**src/rtl/seq_detect_gen_if.sv**
```systemverilog
// Bus bundle for the serial pattern detector: data/config inputs from the
// receive path and the match/count status returned to it.
interface seq_detect_gen_if #(
    parameter int PAT_W = 4,
    parameter int CNT_W = 8
);
    logic             in;
    logic             in_valid;
    logic             cfg_load;
    logic [PAT_W-1:0] pattern;
    logic             overlap;
    logic             cnt_clr;
    logic             out;
    logic             out_q;
    logic [CNT_W-1:0] match_cnt;
    logic             cnt_sat;

    // Driver side: supplies bits and configuration, observes matches
    modport master (
        output in, in_valid, cfg_load, pattern, overlap, cnt_clr,
        input  out, out_q, match_cnt, cnt_sat
    );

    // Detector side
    modport slave (
        input  in, in_valid, cfg_load, pattern, overlap, cnt_clr,
        output out, out_q, match_cnt, cnt_sat
    );
endinterface

```
**src/rtl/seq_detect_gen.sv**
```systemverilog
// Programmable serial bit-pattern detector with overlapping or
// non-overlapping matching, an input-valid qualifier, a Mealy match strobe,
// its registered copy and a saturating match counter with sticky overflow.
module seq_detect_gen #(
    parameter int               PAT_W   = 4,
    parameter int               CNT_W   = 8,
    parameter logic [PAT_W-1:0] PAT_RST = 4'b1011,
    parameter logic             OVL_RST = 1'b1
) (
    input logic              clk,
    input logic              rst,
    seq_detect_gen_if.slave  bus
);
    localparam int               FILL_W   = $clog2(PAT_W);
    localparam logic [FILL_W-1:0] FILL_MAX = FILL_W'(PAT_W - 1);

    typedef enum logic [1:0] {
        EMPTY,
        FILLING,
        ARMED
    } state_t;

    state_t             state_q, state_d;
    logic [FILL_W-1:0]  fill_q, fill_d;
    logic [PAT_W-2:0]   hist_q, hist_d;
    logic [PAT_W-1:0]   pat_q, pat_d;
    logic               ovl_q, ovl_d;
    logic [CNT_W-1:0]   match_cnt_q, match_cnt_d;
    logic               cnt_sat_q, cnt_sat_d;
    logic               out_q_q, out_q_d;

    logic               consume;
    logic               hit;
    logic [PAT_W-1:0]   window;

    // The candidate pattern is the stored history with the current bit appended
    assign window  = {hist_q, bus.in};
    assign consume = bus.in_valid & ~bus.cfg_load;
    assign hit     = consume & (state_q == ARMED) & (window == pat_q);

    assign bus.out       = hit;
    assign bus.out_q     = out_q_q;
    assign bus.match_cnt = match_cnt_q;
    assign bus.cnt_sat   = cnt_sat_q;

    // Next-state: config load restarts detection, consumed bits advance the fill
    always_comb begin
        state_d     = state_q;
        fill_d      = fill_q;
        hist_d      = hist_q;
        pat_d       = pat_q;
        ovl_d       = ovl_q;
        match_cnt_d = match_cnt_q;
        cnt_sat_d   = cnt_sat_q;
        out_q_d     = hit;

        if (bus.cfg_load) begin
            pat_d   = bus.pattern;
            ovl_d   = bus.overlap;
            hist_d  = '0;
            fill_d  = '0;
            state_d = EMPTY;
        end else if (bus.in_valid) begin
            hist_d = window[PAT_W-2:0];
            if (fill_q < FILL_MAX) begin
                fill_d  = fill_q + 1'b1;
                state_d = ((fill_q + 1'b1) == FILL_MAX) ? ARMED : FILLING;
            end else if (hit && !ovl_q) begin
                fill_d  = '0;
                state_d = EMPTY;
            end
        end

        if (bus.cnt_clr) begin
            match_cnt_d = '0;
            cnt_sat_d   = 1'b0;
        end else if (hit) begin
            if (&match_cnt_q) begin
                cnt_sat_d = 1'b1;
            end else begin
                match_cnt_d = match_cnt_q + 1'b1;
            end
        end
    end

    // All state, config and registered outputs, with asynchronous reset
    always_ff @(posedge clk or negedge rst) begin
        if (!rst) begin
            state_q     <= EMPTY;
            fill_q      <= '0;
            hist_q      <= '0;
            pat_q       <= PAT_RST;
            ovl_q       <= OVL_RST;
            match_cnt_q <= '0;
            cnt_sat_q   <= 1'b0;
            out_q_q     <= 1'b0;
        end else begin
            state_q     <= state_d;
            fill_q      <= fill_d;
            hist_q      <= hist_d;
            pat_q       <= pat_d;
            ovl_q       <= ovl_d;
            match_cnt_q <= match_cnt_d;
            cnt_sat_q   <= cnt_sat_d;
            out_q_q     <= out_q_d;
        end
    end
endmodule

```
**src/flat_wrapper.sv**
```systemverilog
// flat-port wrapper written by rule: the top's interface ports become plain ports
module seq_detect_gen_flat 
#(
    parameter int               PAT_W   = 4,
    parameter int               CNT_W   = 8,
    parameter logic [PAT_W-1:0] PAT_RST = 4'b1011,
    parameter logic             OVL_RST = 1'b1
)
  (clk, rst, bus_in, bus_in_valid, bus_cfg_load, bus_pattern, bus_overlap, bus_cnt_clr, bus_out, bus_out_q, bus_match_cnt, bus_cnt_sat);
  seq_detect_gen_if #(.PAT_W(PAT_W), .CNT_W(CNT_W)) bus_i ();
  input logic clk;
  input logic rst;
  input wire logic [$bits(bus_i.in)-1:0] bus_in;
  input wire logic [$bits(bus_i.in_valid)-1:0] bus_in_valid;
  input wire logic [$bits(bus_i.cfg_load)-1:0] bus_cfg_load;
  input wire logic [$bits(bus_i.pattern)-1:0] bus_pattern;
  input wire logic [$bits(bus_i.overlap)-1:0] bus_overlap;
  input wire logic [$bits(bus_i.cnt_clr)-1:0] bus_cnt_clr;
  output wire logic [$bits(bus_i.out)-1:0] bus_out;
  output wire logic [$bits(bus_i.out_q)-1:0] bus_out_q;
  output wire logic [$bits(bus_i.match_cnt)-1:0] bus_match_cnt;
  output wire logic [$bits(bus_i.cnt_sat)-1:0] bus_cnt_sat;
  assign bus_i.in = bus_in;
  assign bus_i.in_valid = bus_in_valid;
  assign bus_i.cfg_load = bus_cfg_load;
  assign bus_i.pattern = bus_pattern;
  assign bus_i.overlap = bus_overlap;
  assign bus_i.cnt_clr = bus_cnt_clr;
  assign bus_out = bus_i.out;
  assign bus_out_q = bus_i.out_q;
  assign bus_match_cnt = bus_i.match_cnt;
  assign bus_cnt_sat = bus_i.cnt_sat;
  seq_detect_gen #(.PAT_W(PAT_W), .CNT_W(CNT_W), .PAT_RST(PAT_RST), .OVL_RST(OVL_RST)) u_core (.clk(clk), .rst(rst), .bus(bus_i));
endmodule
```
**config.mk**
```make
export PLATFORM = sky130hd
export DESIGN_NAME = seq_detect_gen_flat
export DESIGN_NICKNAME = d
export VERILOG_FILES = /design/src/rtl/seq_detect_gen_if.sv /design/src/rtl/seq_detect_gen.sv /design/src/flat_wrapper.sv
export SDC_FILE = /design/constraint.sdc
export NUM_CORES = 1
export LEC_CHECK = 0
export ABC_AREA = 0
export CAP_MARGIN = 20
export CORE_MARGIN = 3
export CORE_UTILIZATION = 55
export DETAILED_ROUTE_END_ITERATION = 12
export PLACE_DENSITY = 0.88
export SYNTH_ARGS = -nofsm -noshare
export SYNTH_HDL_FRONTEND = slang
export SYNTH_SLANG_ARGS = --single-unit
```
**constraint.sdc**
```tcl
create_clock -name clk -period 4.6 [get_ports clk]
set_input_delay 0.92 -clock clk [delete_from_list [all_inputs] [get_ports clk]]
set_output_delay 0.92 -clock clk [all_outputs]
set_load 0.01 [all_outputs]
```
==> flow_metrics.tcl <==
set metrics [dict create \
    crit_required_ps 3680 \
    setup_ws_ps 653.1 \
    drtIter0Drc 10 \
    viasPerCell 5.474 \
    synthSimpleGateAreaFrac 0.2535 \
    fmax_mhz 253.4 \
    min_period_over_period 0.8580 \
    antenna_left 0 \
    cts-resized-gates 0 \
    regArea_um2 555.5 \
    drive_above_1_share 0.2248 \
    clk_latency_ps 300 \
    maxSlewViolCount 0 \
    cp.arrival_ps 3030 \
    portBuffers 21 \
    pin_count 22 \
    grt_pass1_vias 930 \
    finClkSkew_ps 1.365 \
    ys_async_sr_fraction 1.000 \
    layout_min_cycle_time_ps 3947 \
    cts_setup_buffers 0 \
    antenna_found_initial 0 \
    layout_common_cells "clkdlybuf4s50_1, dfrtp_1, nor2_1" \
    diodes 0 \
    finalSetupTns_ps 0 \
    max_slew.worst_pin.slew_ps 933.2 \
    synth_area_leaders "dfrtp_1, dfstp_2, mux2_2" \
    die_y_um 53.75 \
    place_congestion 0.7723 \
    post-place-ws_ps 653.5 \
    critical_path_class "in -> out" \
    hold_class "reg -> reg" \
    cts_tree "built" \
    root_buffer "clkbuf_4" \
    synth_top_family_by_area "simple AND/OR/NAND/NOR gates" \
    drc_errors 0 \
    numCtsBuffers 3 \
    yosys_warnings 0 \
    hold_viol_final 0 \
    nets 145 \
    yosysTopAreaCellShare 0.3593 \
    grt_usage 0.1879 \
    start_util 0.6080 \
    synth-compound-area-share 0.04591 \
    seq_area_frac_synth 0.4431 \
    setup_violations 0 \
    grt_max_degree 23 \
    rows 16 \
    synthFlopType "dfrtp_1" \
    synth_seq_cells 22 \
    synth_fa_ha_area_frac 0.03992 \
    leakage_nw 0.6275 \
    multi_input_area_um2 658.1 \
    path_max_fanout 13 \
    area_growth_pct 21.26 \
    clk_path_buf_depth 2 \
    die_w_um 53.75 \
    dp_hpwl_um 1710 \
    clk_pin_slew_ps 110 \
    synthCells 107 \
    wl_per_cell_um 13.95 \
    htree_levels 1 \
    die_area_um2 2889 \
    worstSetupEndpointType "primary output" \
    synth-edff-count 0 \
    status "complete, no violations" \
    power_density_nw_per_um2 239.2 \
    hold_buffers 0 \
    vdd_drop_max_uv 195.7 \
    via_count 854 \
    fillers 146 \
    synthMuxAreaShare 0.1577 \
    synth_area_leader_cell "dfrtp_1" \
    grt_first_pass_wirelength_um 3905 \
    grt_overflow 0 \
    drtPass1Iterations 4 \
    relSlewSlack 0.3759 \
    synth_area_per_cell_um2 11.72 \
    synth-xor-area-share 0.02794 \
    rsz0062_at_grt "false" \
    cp-start-kind "primary input" \
    fp.coreArea_um2 2062 \
    syn-num-nets 122 \
    clock-sinks 22 \
    ys_types 34 \
    layout_commonest_cell "clkdlybuf4s50_1" \
    wl_um 2176 \
    max-cap-violations 0 \
    syn_area_um2 1254 \
]
-- cells by family after synthesis --
group | after synthesis
simple gates | 45
flops | 22
fa+ha+maj | 4
compound gates | 6
mux | 18
xor+xnor | 4
buf+inv | 8
-- worst paths after layout --
path	startpoint	end	slack (ps)	cells after the start
setup / recovery	bus_in_valid	bus_out	650	5
hold / removal	u_core.bus.cnt_sat$_DFFE_PN0P_	u_core.bus.cnt_sat$_DFFE_PN0P_	520	2
setup reg to reg	u_core.bus.match_cnt[0]$_DFFE_PN0P_	u_core.bus.match_cnt[1]$_DFFE_PN0P_	2580	5
hold reg to reg	u_core.bus.cnt_sat$_DFFE_PN0P_	u_core.bus.cnt_sat$_DFFE_PN0P_	520	2
max in group asynchronous	rst	u_core.bus.out_q$_DFF_PN0_	2910	1
min in group asynchronous	rst	u_core.bus.match_cnt[2]$_DFFE_PN0P_	1130	1
-- through the flow --
stage                     instances    util  hold WS (ps)  power (mW)  area, um2
final                           156  0.7373         522.0      0.3637       1520
after global routing            156  0.7373         560.1      0.3839       1520
after CTS                       156  0.7373         529.8      0.3697       1520
after detailed placement        152  0.7197         513.9      0.2652       1484
after global placement          152  0.7197         502.4      0.2620       1484
after floorplan                 107       -         501.1      0.2437       1254
-- area by class of cell --
class / instances / area share
multi-input combinational: 77 / 0.4329
tap: 27 / 0.02222
timing repair buffer: 23 / 0.1481
sequential: 22 / 0.3654
inverter: 3 / 0.007407
clock buffer: 4 / 0.02387
-- sequential cells by signal (all words and copies together) (netlist names) --
name / flops
u_core.hist_q: 3
u_core.bus.match_cnt: 8
u_core.state_q: 2
u_core.bus.cnt_sat: 1
u_core.ovl_q: 1
u_core.bus.out_q: 1
u_core.fill_q: 2
u_core.pat_q: 4
-- power breakdown --
group,leakage (nW),switching (mW),internal [mW]
logic,0.319,0.0238,0.0257
clock network,0.0210,0.0548,0.0482
registers,0.288,0.00657,0.204
-- worst max-delay path, stage by stage --
cell and delay, ps:
clkdlybuf4s50_1 590, inv_2 90, or4_4 670, nor2_1 200, clkdlybuf4s50_1 560
-- metal layers --
layer  global-route usage  up-vias  routed length [um]
li1                     -      423                   -
met1               0.2114      408                 846
met2               0.3427       19                1200
met3              0.01939        4                  89
met4               0.1021        0                  40
met5                    0        -                   0
-- synthesized netlist by cell type, types with 2 or more instances --
master,instances
a21oi_1,3
and2_1,2
buf_2,2
clkbuf_1,2
dfrtp_1,18
dfstp_2,4
ha_1,4
inv_1,2
mux2_1,5
mux2_2,9
mux2i_1,4
nand3_1,4
nand4_1,2
nor2_1,13
nor2b_1,8
nor4_2,4
o31ai_1,2
xnor2_1,3
No activity file was read; power rests on OpenSTA's default activity.
==> edit: new RTL, same flow settings <==
The 3 states of `state_t` get a one-hot encoding in 3 bits.
--- a/src/rtl/seq_detect_gen.sv
+++ b/src/rtl/seq_detect_gen.sv
@@ -14,10 +14,10 @@
     localparam int               FILL_W   = $clog2(PAT_W);
     localparam logic [FILL_W-1:0] FILL_MAX = FILL_W'(PAT_W - 1);
 
-    typedef enum logic [1:0] {
-        EMPTY,
-        FILLING,
-        ARMED
+    typedef enum logic [2:0] {
+        EMPTY   = 3'b001,
+        FILLING = 3'b010,
+        ARMED   = 3'b100
     } state_t;
 
     state_t             state_q, state_d;
Formal check against the unedited RTL: same outputs for any inputs over 10 cycles, from zero or initial values and one cycle with rst low; not proved beyond that.
==> edit against the unedited design <==
- sequential cell count up 1
- combinational power fell by 8.3%
- synthesized area decreased by 4.2%
- via count grew 7.5%
- critical path type unchanged
- total power is 1.7% lower
- setup slack gained 0.22 ns
- largest power group unchanged
- register-to-register slack worse by 0.03 ns
- highest routed layer unchanged
- routed wire length shrank 0.55%
- synthesized cell count grew 6.5%
- critical endpoint unchanged
- design area shrank 3.5%
==> edit: results (changes against the unedited design) <==
| Metric | Value |
|---|---|
| Share of cells above drive strength 1 | `16.18% (-6.3 points)` |
| RePlAce Congestion | `0.7432 (-3.8%)` |
| HPWL after detailed placement | `1596 um (-6.7%)` |
| Initial antenna violation count | `0 (unchanged)` |
| Setup repair bufs after CTS | `0 (unchanged)` |
| Worst skew pair latency | `slightly above 0.3 ns` |
| Layout Cells excl Fill | `163 (+4.5%)` |
| Gr usage total | `18.24% (-0.55 points)` |
| HP Class | `flop to flop` |
| CTS Buf Count | `3 (unchanged)` |
| Max FFs per register | `8 (unchanged)` |
| Post-synthesis sequential area ratio | `48.44% (+4.1 points)` |
| Largest net degree at the start of global routing | `24 (+4.3%)` |
| Worst-path fanout max | `5 (-8)` |
| R2R Setup Slk | `2.55 ns (-0.03 ns)` |
| WHS Endpoint | `u_core.ovl_q$_DFFE_PN1P_` |
| CP max stage delay | `0.60 ns (-0.07 ns)` |
| Outcome | `complete, no violations` |
| Met1 usage | `22.77% (+1.6 points)` |
| GRT busiest layer | `met2` |
| Cell family with most CP delay | `buffers and inverters` |
| Launching point of the worst reg2reg path | `u_core.bus.match_cnt[0]$_DFFE_PN0P_` |
| Routed WL per cell | `13.28 um (-4.8%)` |
| First-pass GRT wire length | `3719 um (-4.8%)` |
| YS warnings | `0 (unchanged)` |
| CP startpoint | `bus_in_valid` |
| CTS H-tree depth | `1 (unchanged)` |
| Post-layout minimum cycle time | `3.724 ns (-0.2228 ns)` |
| Root Buffer | `clkbuf_4` |
| Synth cell count leaders | `dfrtp_1 (18), nor2_1 (15), a21oi_1 (8), mux2_2 (8), dfstp_2 (5)` |
| Final nets | `152 (+4.8%)` |
| Worst hold start | `u_core.ovl_q$_DFFE_PN1P_` |
| NetSw | `86.98 uW (+2.1%)` |
| CTS max path bufs | `2 (unchanged)` |
| LEAKAGE | `0.0006185 uW (-1.4%)` |
| Slowest stage cell, crit path | `clkdlybuf4s50_1` |
| Worst setup endpoint | `bus_out` |
| CTS resizes | `0 (unchanged)` |
| Slew margin rel. | `44.74% (+7.2 points)` |
| Ant diodes | `0 (unchanged)` |
| Setup Skew | `0.005407 ns (+0.004043 ns)` |
| Met3 track demand over resource | `3.704% (+1.8 points)` |
| Hold depth | `2 (unchanged)` |
| Yosys cell types | `33 (-2.9%)` |
| Hold slack final | `0.5149 ns (-0.007068 ns)` |
| Vias per std cell | `5.632 (+2.9%)` |
| Ranking of synthesized cells by area | `dfrtp_1 (38%), dfstp_2 (11%), mux2_2 (7.5%), nor2_1 (4.7%), ha_1 (4.2%)` |
| Port Buf Inserts | `21 (unchanged)` |
| Post-DP Area | `1424 um^2 (-4.0%)` |
| Met2 Resource Use GR | `29.96% (-4.3 points)` |
| Clock Pin Slew Worst Setup and Hold Paths | `0.12 ns` |
| Synthesized instance count | `114 (+6.5%)` |
| Post-synthesis net count | `129 (+5.7%)` |
| Number of global-route vias before repair | `879 (-5.5%)` |
| R2R depth | `5 (unchanged)` |
| DRT iter0 DRCs | `11 (+1)` |
| Reg2reg end | `u_core.bus.match_cnt[6]$_DFFE_PN0P_` |
| Worst vdd ir | `0.2274 mV (+16%)` |
[edit: changes by cell type after synthesis, sizes merged, moves of 3 or more]
cell	change
a21oi	+5
o21ai	+3
nor2b	-5
mux2	-6
nor4	-5
or4	+3
[edit: cell families (layout without fill, tap and decap cells)]
logic type | after synthesis | count (layout) | synth area share, %
compound gates | 18 | 18 | 8.750
xor+xnor | 4 | 4 | 2.917
fa+ha+maj | 4 | 4 | 4.167
buf+inv | 9 | 31 | 3.646
flops | 23 | 23 | 48.44
mux | 12 | 12 | 10.83
simple gates | 44 | 44 | 21.25
[edit: per-stage QoR]
stage,power [uW],worst slack [ns]
CTS,359.9,0.8843
floorplan,249.3,1.887
global placement,266.5,0.9324
finish,357.5,0.8759
detailed placement,268.7,0.9046
global route,377.1,0.7214
[edit: power by group through the flow]
stage / combinational [uW] / clock (uW) / sequential (uW)
finish: 45.4 / 91.8 / 220
global placement: 42.8 / 0 / 224
CTS: 44.7 / 94.8 / 220
floorplan: 26.7 / 0 / 223
detailed placement: 44.5 / 0 / 224
global route: 50.6 / 105 / 222
[edit: final cells by class]
class | count | area, um^2
clock inverter | 1 | 5.005
fill | 160 | 555.5
timing repair buffer | 23 | 232.7
multi-input combinational | 82 | 575.6
clock buffer | 3 | 22.52
inverter | 4 | 15.01
sequential | 23 | 581.8
tap | 27 | 33.78
[edit: tightest hold or removal path: cells and delay by family (launching register included)]
family,cells,cell delay (ns)
flip-flops,1,0.38
buffers and inverters,1,0.07
AO/OA/AOI/OAI,1,0.07
[edit: metal layers]
metal  vias to the layer above  wire [um]
met5                         -          0
met4                         0         39
met3                         5         84
met2                        24       1079
met1                       440        960
li1                        449          -
